File: src/rtl/vga_sync_pkg.sv
// vga_sync_pkg: shared 640x480@60 raster timing, counter width and colour constants.
package vga_sync_pkg;
    localparam int CNT_W = 10;
    localparam int DEF_CLK_DIV = 2;
    localparam int DEF_H_FP = 16;
    localparam int DEF_H_SYNC = 96;
    localparam int DEF_H_BP = 48;
    localparam int DEF_H_ACTIVE = 640;
    localparam int DEF_V_FP = 10;
    localparam int DEF_V_SYNC = 2;
    localparam int DEF_V_BP = 29;
    localparam int DEF_V_ACTIVE = 480;
    localparam bit DEF_SYNC_POL = 1'b0;
    localparam int DEF_H_TOTAL = DEF_H_FP + DEF_H_SYNC + DEF_H_BP + DEF_H_ACTIVE;
    localparam int DEF_V_TOTAL = DEF_V_FP + DEF_V_SYNC + DEF_V_BP + DEF_V_ACTIVE;
    localparam logic [2:0] BLACK = 3'b000;
    localparam logic [2:0] RED = 3'b100;
    localparam logic [2:0] WHITE = 3'b111;
    typedef logic [CNT_W-1:0] cnt_t;
    function automatic logic in_span(input cnt_t v, input int lo, input int hi);
        return (v >= cnt_t'(lo)) && (v <= cnt_t'(hi));
    endfunction
endpackage

File: src/rtl/vga_mod_counter.sv
// vga_mod_counter: modulo-MOD counter advancing on inc, exposing its next value and wrap.
module vga_mod_counter
    import vga_sync_pkg::*;
#(
    parameter int MOD = 800
) (
    input  logic             clk,
    input  logic             rst_n,
    input  logic             inc,
    output logic [CNT_W-1:0] count,
    output logic [CNT_W-1:0] next,
    output logic             wrap
);
    logic [CNT_W-1:0] r_count;
    assign wrap = inc && (r_count == CNT_W'(MOD - 1));
    assign next = wrap ? '0 : (inc ? r_count + 1'b1 : r_count);
    assign count = r_count;
    always_ff @(posedge clk or negedge rst_n) begin
        if (!rst_n) r_count <= '0;
        else r_count <= next;
    end
endmodule

File: src/rtl/vga_sync.sv
// vga_sync: pixel-rate divider, h/v raster counters and registered sync/bright/frame_start.
module vga_sync
    import vga_sync_pkg::*;
#(
    parameter int CLK_DIV  = DEF_CLK_DIV,
    parameter int H_FP     = DEF_H_FP,
    parameter int H_SYNC   = DEF_H_SYNC,
    parameter int H_BP     = DEF_H_BP,
    parameter int H_ACTIVE = DEF_H_ACTIVE,
    parameter int V_FP     = DEF_V_FP,
    parameter int V_SYNC   = DEF_V_SYNC,
    parameter int V_BP     = DEF_V_BP,
    parameter int V_ACTIVE = DEF_V_ACTIVE,
    parameter bit SYNC_POL = DEF_SYNC_POL
) (
    input  logic       clk,
    input  logic       rst_n,
    output logic [9:0] h_count,
    output logic [9:0] v_count,
    output logic       bright,
    output logic       hsync,
    output logic       vsync,
    output logic       pix_tick,
    output logic       frame_start
);
    localparam int H_TOTAL = H_FP + H_SYNC + H_BP + H_ACTIVE;
    localparam int V_TOTAL = V_FP + V_SYNC + V_BP + V_ACTIVE;
    localparam int DIV_W = (CLK_DIV > 1) ? $clog2(CLK_DIV) : 1;
    logic [DIV_W-1:0] r_div_cnt, w_div_nxt;
    logic             r_pix_tick, r_hsync, r_vsync, r_bright, r_frame_start;
    logic             w_h_wrap, w_v_wrap;
    logic [CNT_W-1:0] w_h_nxt, w_v_nxt;
    assign w_div_nxt = (r_div_cnt == DIV_W'(CLK_DIV - 1)) ? '0 : r_div_cnt + 1'b1;
    vga_mod_counter #(.MOD(H_TOTAL)) u_h (
        .clk(clk), .rst_n(rst_n), .inc(r_pix_tick),
        .count(h_count), .next(w_h_nxt), .wrap(w_h_wrap)
    );
    vga_mod_counter #(.MOD(V_TOTAL)) u_v (
        .clk(clk), .rst_n(rst_n), .inc(w_h_wrap),
        .count(v_count), .next(w_v_nxt), .wrap(w_v_wrap)
    );
    // Outputs are computed from next-state counters so they land on the same edge as the counts.
    always_ff @(posedge clk or negedge rst_n) begin
        if (!rst_n) begin
            r_div_cnt     <= '0;
            r_pix_tick    <= 1'b0;
            r_hsync       <= ~SYNC_POL;
            r_vsync       <= ~SYNC_POL;
            r_bright      <= 1'b0;
            r_frame_start <= 1'b0;
        end else begin
            r_div_cnt     <= w_div_nxt;
            r_pix_tick    <= (w_div_nxt == DIV_W'(CLK_DIV - 1));
            r_hsync       <= in_span(w_h_nxt, H_FP, H_FP + H_SYNC - 1) ? SYNC_POL : ~SYNC_POL;
            r_vsync       <= in_span(w_v_nxt, V_FP, V_FP + V_SYNC - 1) ? SYNC_POL : ~SYNC_POL;
            r_bright      <= (w_h_nxt >= CNT_W'(H_TOTAL - H_ACTIVE)) && (w_v_nxt >= CNT_W'(V_TOTAL - V_ACTIVE));
            r_frame_start <= w_v_wrap;
        end
    end
    assign pix_tick = r_pix_tick;
    assign hsync = r_hsync;
    assign vsync = r_vsync;
    assign bright = r_bright;
    assign frame_start = r_frame_start;
endmodule

File: config.mk
export PLATFORM = sky130hd
export DESIGN_NAME = vga_sync
export DESIGN_NICKNAME = d
export VERILOG_FILES = /design/src/rtl/vga_sync_pkg.sv /design/src/rtl/vga_mod_counter.sv /design/src/rtl/vga_sync.sv
export SDC_FILE = /design/constraint.sdc
export NUM_CORES = 1
export LEC_CHECK = 0
export CORE_ASPECT_RATIO = 0.6
export CORE_UTILIZATION = 45
export CTS_BUF_LIST = sky130_fd_sc_hd__clkbuf_16
export DETAILED_ROUTE_END_ITERATION = 7
export GPL_TIMING_DRIVEN = 1
export PLACE_DENSITY = 0.77
export SYNTH_ARGS = -nofsm -noshare
export SYNTH_HDL_FRONTEND = slang
export SYNTH_SLANG_ARGS = --single-unit
File: constraint.sdc
create_clock -name clk -period 5.5 [get_ports clk]
set_input_delay 1.375 -clock clk [delete_from_list [all_inputs] [get_ports clk]]
set_output_delay 1.375 -clock clk [all_outputs]
set_load 0.1 [all_outputs]
==> out/qor_table.md <==
| Parameter | Reported | Unit |
|---|---|---|
| Multi-input gate area in the final layout | 649 | µm² |
| Top-area cell type share of the netlist area | 42.7 | % |
| Largest stage delay, worst path | 1210 | ps |
| Global placer's final weighted congestion | 0.845 | - |
| Total core area | 2660 | µm² |
| Netlist area before placement | 1350 | µm² |
| Total Neg Setup Slack | 0 | ps |
| Area taken by flip-flops and latches | 628 | µm² |
| Worst Path Class, Setup | reg2out | - |
| Number of input and output port buffers inserted | 26 | - |
| Final clock skew | 2.26 | ps |
| Flip-flop and latch count after synthesis | 25 | - |
| Data required time at the worst endpoint | 4120 | ps |
| Hold Path Origin | u_h.count[2] | - |
| Count of inserted antenna diode cells | 0 | - |
| Async SR Flop Fraction | 100 | % |
| Power density of the placed cells | 204 | nW/µm² |
| Effective utilization at floorplan | 50.7 | % |
| Actual transition at the worst max-transition pin | 1120 | ps |
| Clock sinks | 25 | - |
| Dpl hpwl | 2.12 | mm |
| Mean cell area of the mapped netlist | 9.85 | µm² |
| Cell taking the most area after synthesis | dfrtp_1 | - |
| Total global routing overflow | 0 | - |
| Main area contributors after synthesis | dfrtp_1 (43%), xnor2_1 (5.8%), nand2_1 (4.2%), dfstp_2 (3.9%), xor2_1 (3.9%) | - |
| Pin count of the biggest net entering global routing | 26 | - |
| Capturing point of the worst reg2reg path | bright | - |
| Io pins | 27 | - |
| Post-cts resize count | 0 | - |
| Critical register-to-register path startpoint | u_v.count[0] | - |
| Yosys synthesis warning count | 0 | - |
| Hold Worst Slack | 525 | ps |
| Worst Hold Class | reg2reg | - |
| Crit path arrival time | 1990 | ps |
| Area of the die | 3230 | µm² |
| GRT Resource Usage Total | 19.9 | % |
| Minimum clock period | 3360 | ps |
| Layout Cells excl Fill | 203 | - |
| Cell at the root of the clock tree | clkbuf_16 | - |
| Endpoint with the worst hold slack | u_h.count[2] | - |
| Cell-by-cell trace of the critical path | clkdlybuf4s50_1 | - |
| Count of standard-cell rows | 14 | - |
| DP Cell Count | 199 | - |
| Share of cells above drive strength 1 | 9.20 | % |
| Largest fanout of any net on the critical path | 10 | - |
| Share of the yosys chip area belonging to registers | 46.6 | % |
| Layout area overhead | 26.3 | % |
| Kind of capture point of the worst setup path | output pin | - |
| DR vias | 1091 | - |
| First drt pass iteration count | 4 | - |
| Synth Instances | 137 | - |
| Cell variety after synth | 40 | - |
| First DRT Iteration DRCs | 70 | - |
| Number of flops mapped to enable cells by yosys | 0 | - |
| Buffers inserted during post-CTS setup optimization | 0 | - |
| Tightest slew margin relative to the limit | 25.3 | % |
| Setup repair after global routing missed its margin | false | - |
| Via count of the first global-routing pass | 922 | - |
| Die outline width | 72.7 | µm |
| ANT nets after route | 0 | - |
| TritonCTS clock tree | done | - |
| Total Routed Length | 2.94 | mm |
| Most frequently used flop master after synthesis | dfrtp_1 | - |
| Maximum VDD drop | 0.164 | mV |
| Filler instances | 222 | - |
| Hold buffer count at cts | 0 | - |
| Max Transition Viols Final | 0 | - |
| Insertion delay of the later-clocked pin in the worst-skew pair | 260 | ps |
| Fmax | 0.297 | GHz |
| # Max-Cap Violations | 0 | - |
| Kind of cell adding the most delay to the critical path | buffers and inverters | - |
| Height of the chip | 44.4 | µm |
| Leakage | 0.735 | nW |
| Worst setup SP type | register | - |
| CTS clock-pin slew for the worst setup and hold paths | 60 | ps |
| Drt drc | 0 | - |
| Count of nets after finishing | 169 | - |
| Critical-path top delay cell | clkdlybuf4s50_1 | - |
| Final cycle utilization of the critical path | 61.1 | % |
| Ratio of routed vias to standard cells | 5.37 | - |
| Sum of buffers and inverters on the critical path | 1 | - |
| Worst Reg-to-Reg Cells | 8 | - |
| Status | finished, final reports clean | - |
| Detailed-route wire length per cell | 14.5 | µm |
| Number of clock buffers inserted by TritonCTS | 3 | - |
| Number of hold violations in the final report | 0 | - |
| Depth of the worst hold-timing path | 1 | - |
| First-pass GRT wire length | 4.69 | mm |
| Slack of the worst reg-to-reg path | 3180 | ps |
| Number of antenna violations at the first check in global routing | 0 | - |
| Maximum level of the CTS H-tree | 1 | - |
| Final setup violating endpoints | 0 | - |
| Clock Path Buffers | 2 | - |
| Synthesized net count | 142 | - |
## area by class of cell
cell class                      instances  share of cell area (%)
Tap cell                               40                    2.94
Sequential cell                        25                    36.9
Timing Repair Buffer                   26                    15.3
Multi-Input combinational cell         98                    38.1
Clock inverter                          1                   0.220
Inverter                               10                    2.20
Clock buffer                            3                    4.41
## layout by cell type (no fill, tap or decap), types with 2 or more instances in the layout
master,Yosys,final
clkdlybuf4s50_1,0,26
dfrtp_1,23,23
nand2_1,15,15
inv_1,10,11
o21ai_0,10,10
nor2_1,9,9
xnor2_1,9,9
nand3_1,7,7
xor2_1,6,6
nor3_1,3,3
a21oi_1,3,3
and2_2,3,3
ha_1,3,3
clkbuf_16,0,3
nor4_1,2,2
nand4_1,2,2
and2_1,2,2
and3_1,2,2
or3_1,2,2
nand4b_1,2,2
dfstp_2,2,2
## state kept, by name, indices dropped and copies added (netlist names)
signal / cells
bright: 1
u_v.count: 10
vsync: 1
u_h.count: 10
hsync: 1
pix_tick: 1
frame_start: 1
## synthesized netlist by cell type (2+ instances only)
cell type and count:
and2_2 3, o21ai_0 10, and2_1 2, or3_1 2, dfstp_2 2, and3_1 2, buf_6 2, nand3_1 7
a21oi_1 3, ha_1 3, nor3_1 3, dfrtp_1 23, nand2_1 15, xor2_1 6, xnor2_1 9, inv_1 10
nor2_1 9, nand4_1 2, nand4b_1 2, nor4_1 2
## stage by stage
step | util [%] | worst slack, ps | instance area, µm² | total power, mW
final | 64.0 | 2140 | 1700 | 0.348
after global routing | 64.0 | 2090 | 1700 | 0.360
after CTS | 64.0 | 2140 | 1700 | 0.351
after detailed placement | 61.0 | 2430 | 1630 | 0.192
after global placement | 61.0 | 2460 | 1630 | 0.192
after floorplan | - | 2800 | 1350 | 0.187
## where the power goes
group          leakage, nW  internal (mW)  switching, mW
registers            0.328          0.184              0
logic                0.365       0.000624        0.00345
clock network       0.0423         0.0972         0.0626
## logic make-up (layout without fill, tap and decap cells)
group,count (synthesis),after routing,share of synthesized area (%)
and+or+nand+nor,57,57,24.6
buffers and inverters,14,40,5.29
adders and majority gates,3,3,2.78
AOI/OAI and AO/OA,22,22,10.3
muxes,1,1,0.742
DFF,25,25,46.6
xor gates and xnor gates,15,15,9.74
## per-layer routing
layer / GRT usage [%] / wire length, µm / vias to the layer above
met5: 0 / 0 / -
met2: 25.4 / 1180 / 46
met4: 4.71 / 23 / 0
li1: - / - / 528
met1: 31.6 / 1480 / 512
met3: 6.83 / 253 / 5
## worst max path at each step
stage | start | end | slack (ps) | cells after the start
5_1_grt | u_v.count[2] | v_count[2] | 2090 | 1
2_1_floorplan | u_h.count[0] | bright | 2800 | 8
3_5_place_dp | u_v.count[2] | v_count[2] | 2430 | 1
4_1_cts | u_v.count[2] | v_count[2] | 2140 | 1
6_report | u_v.count[2] | v_count[2] | 2140 | 1
3_3_place_gp | u_v.count[2] | v_count[2] | 2460 | 1
Power figures use the tool's default switching activity.
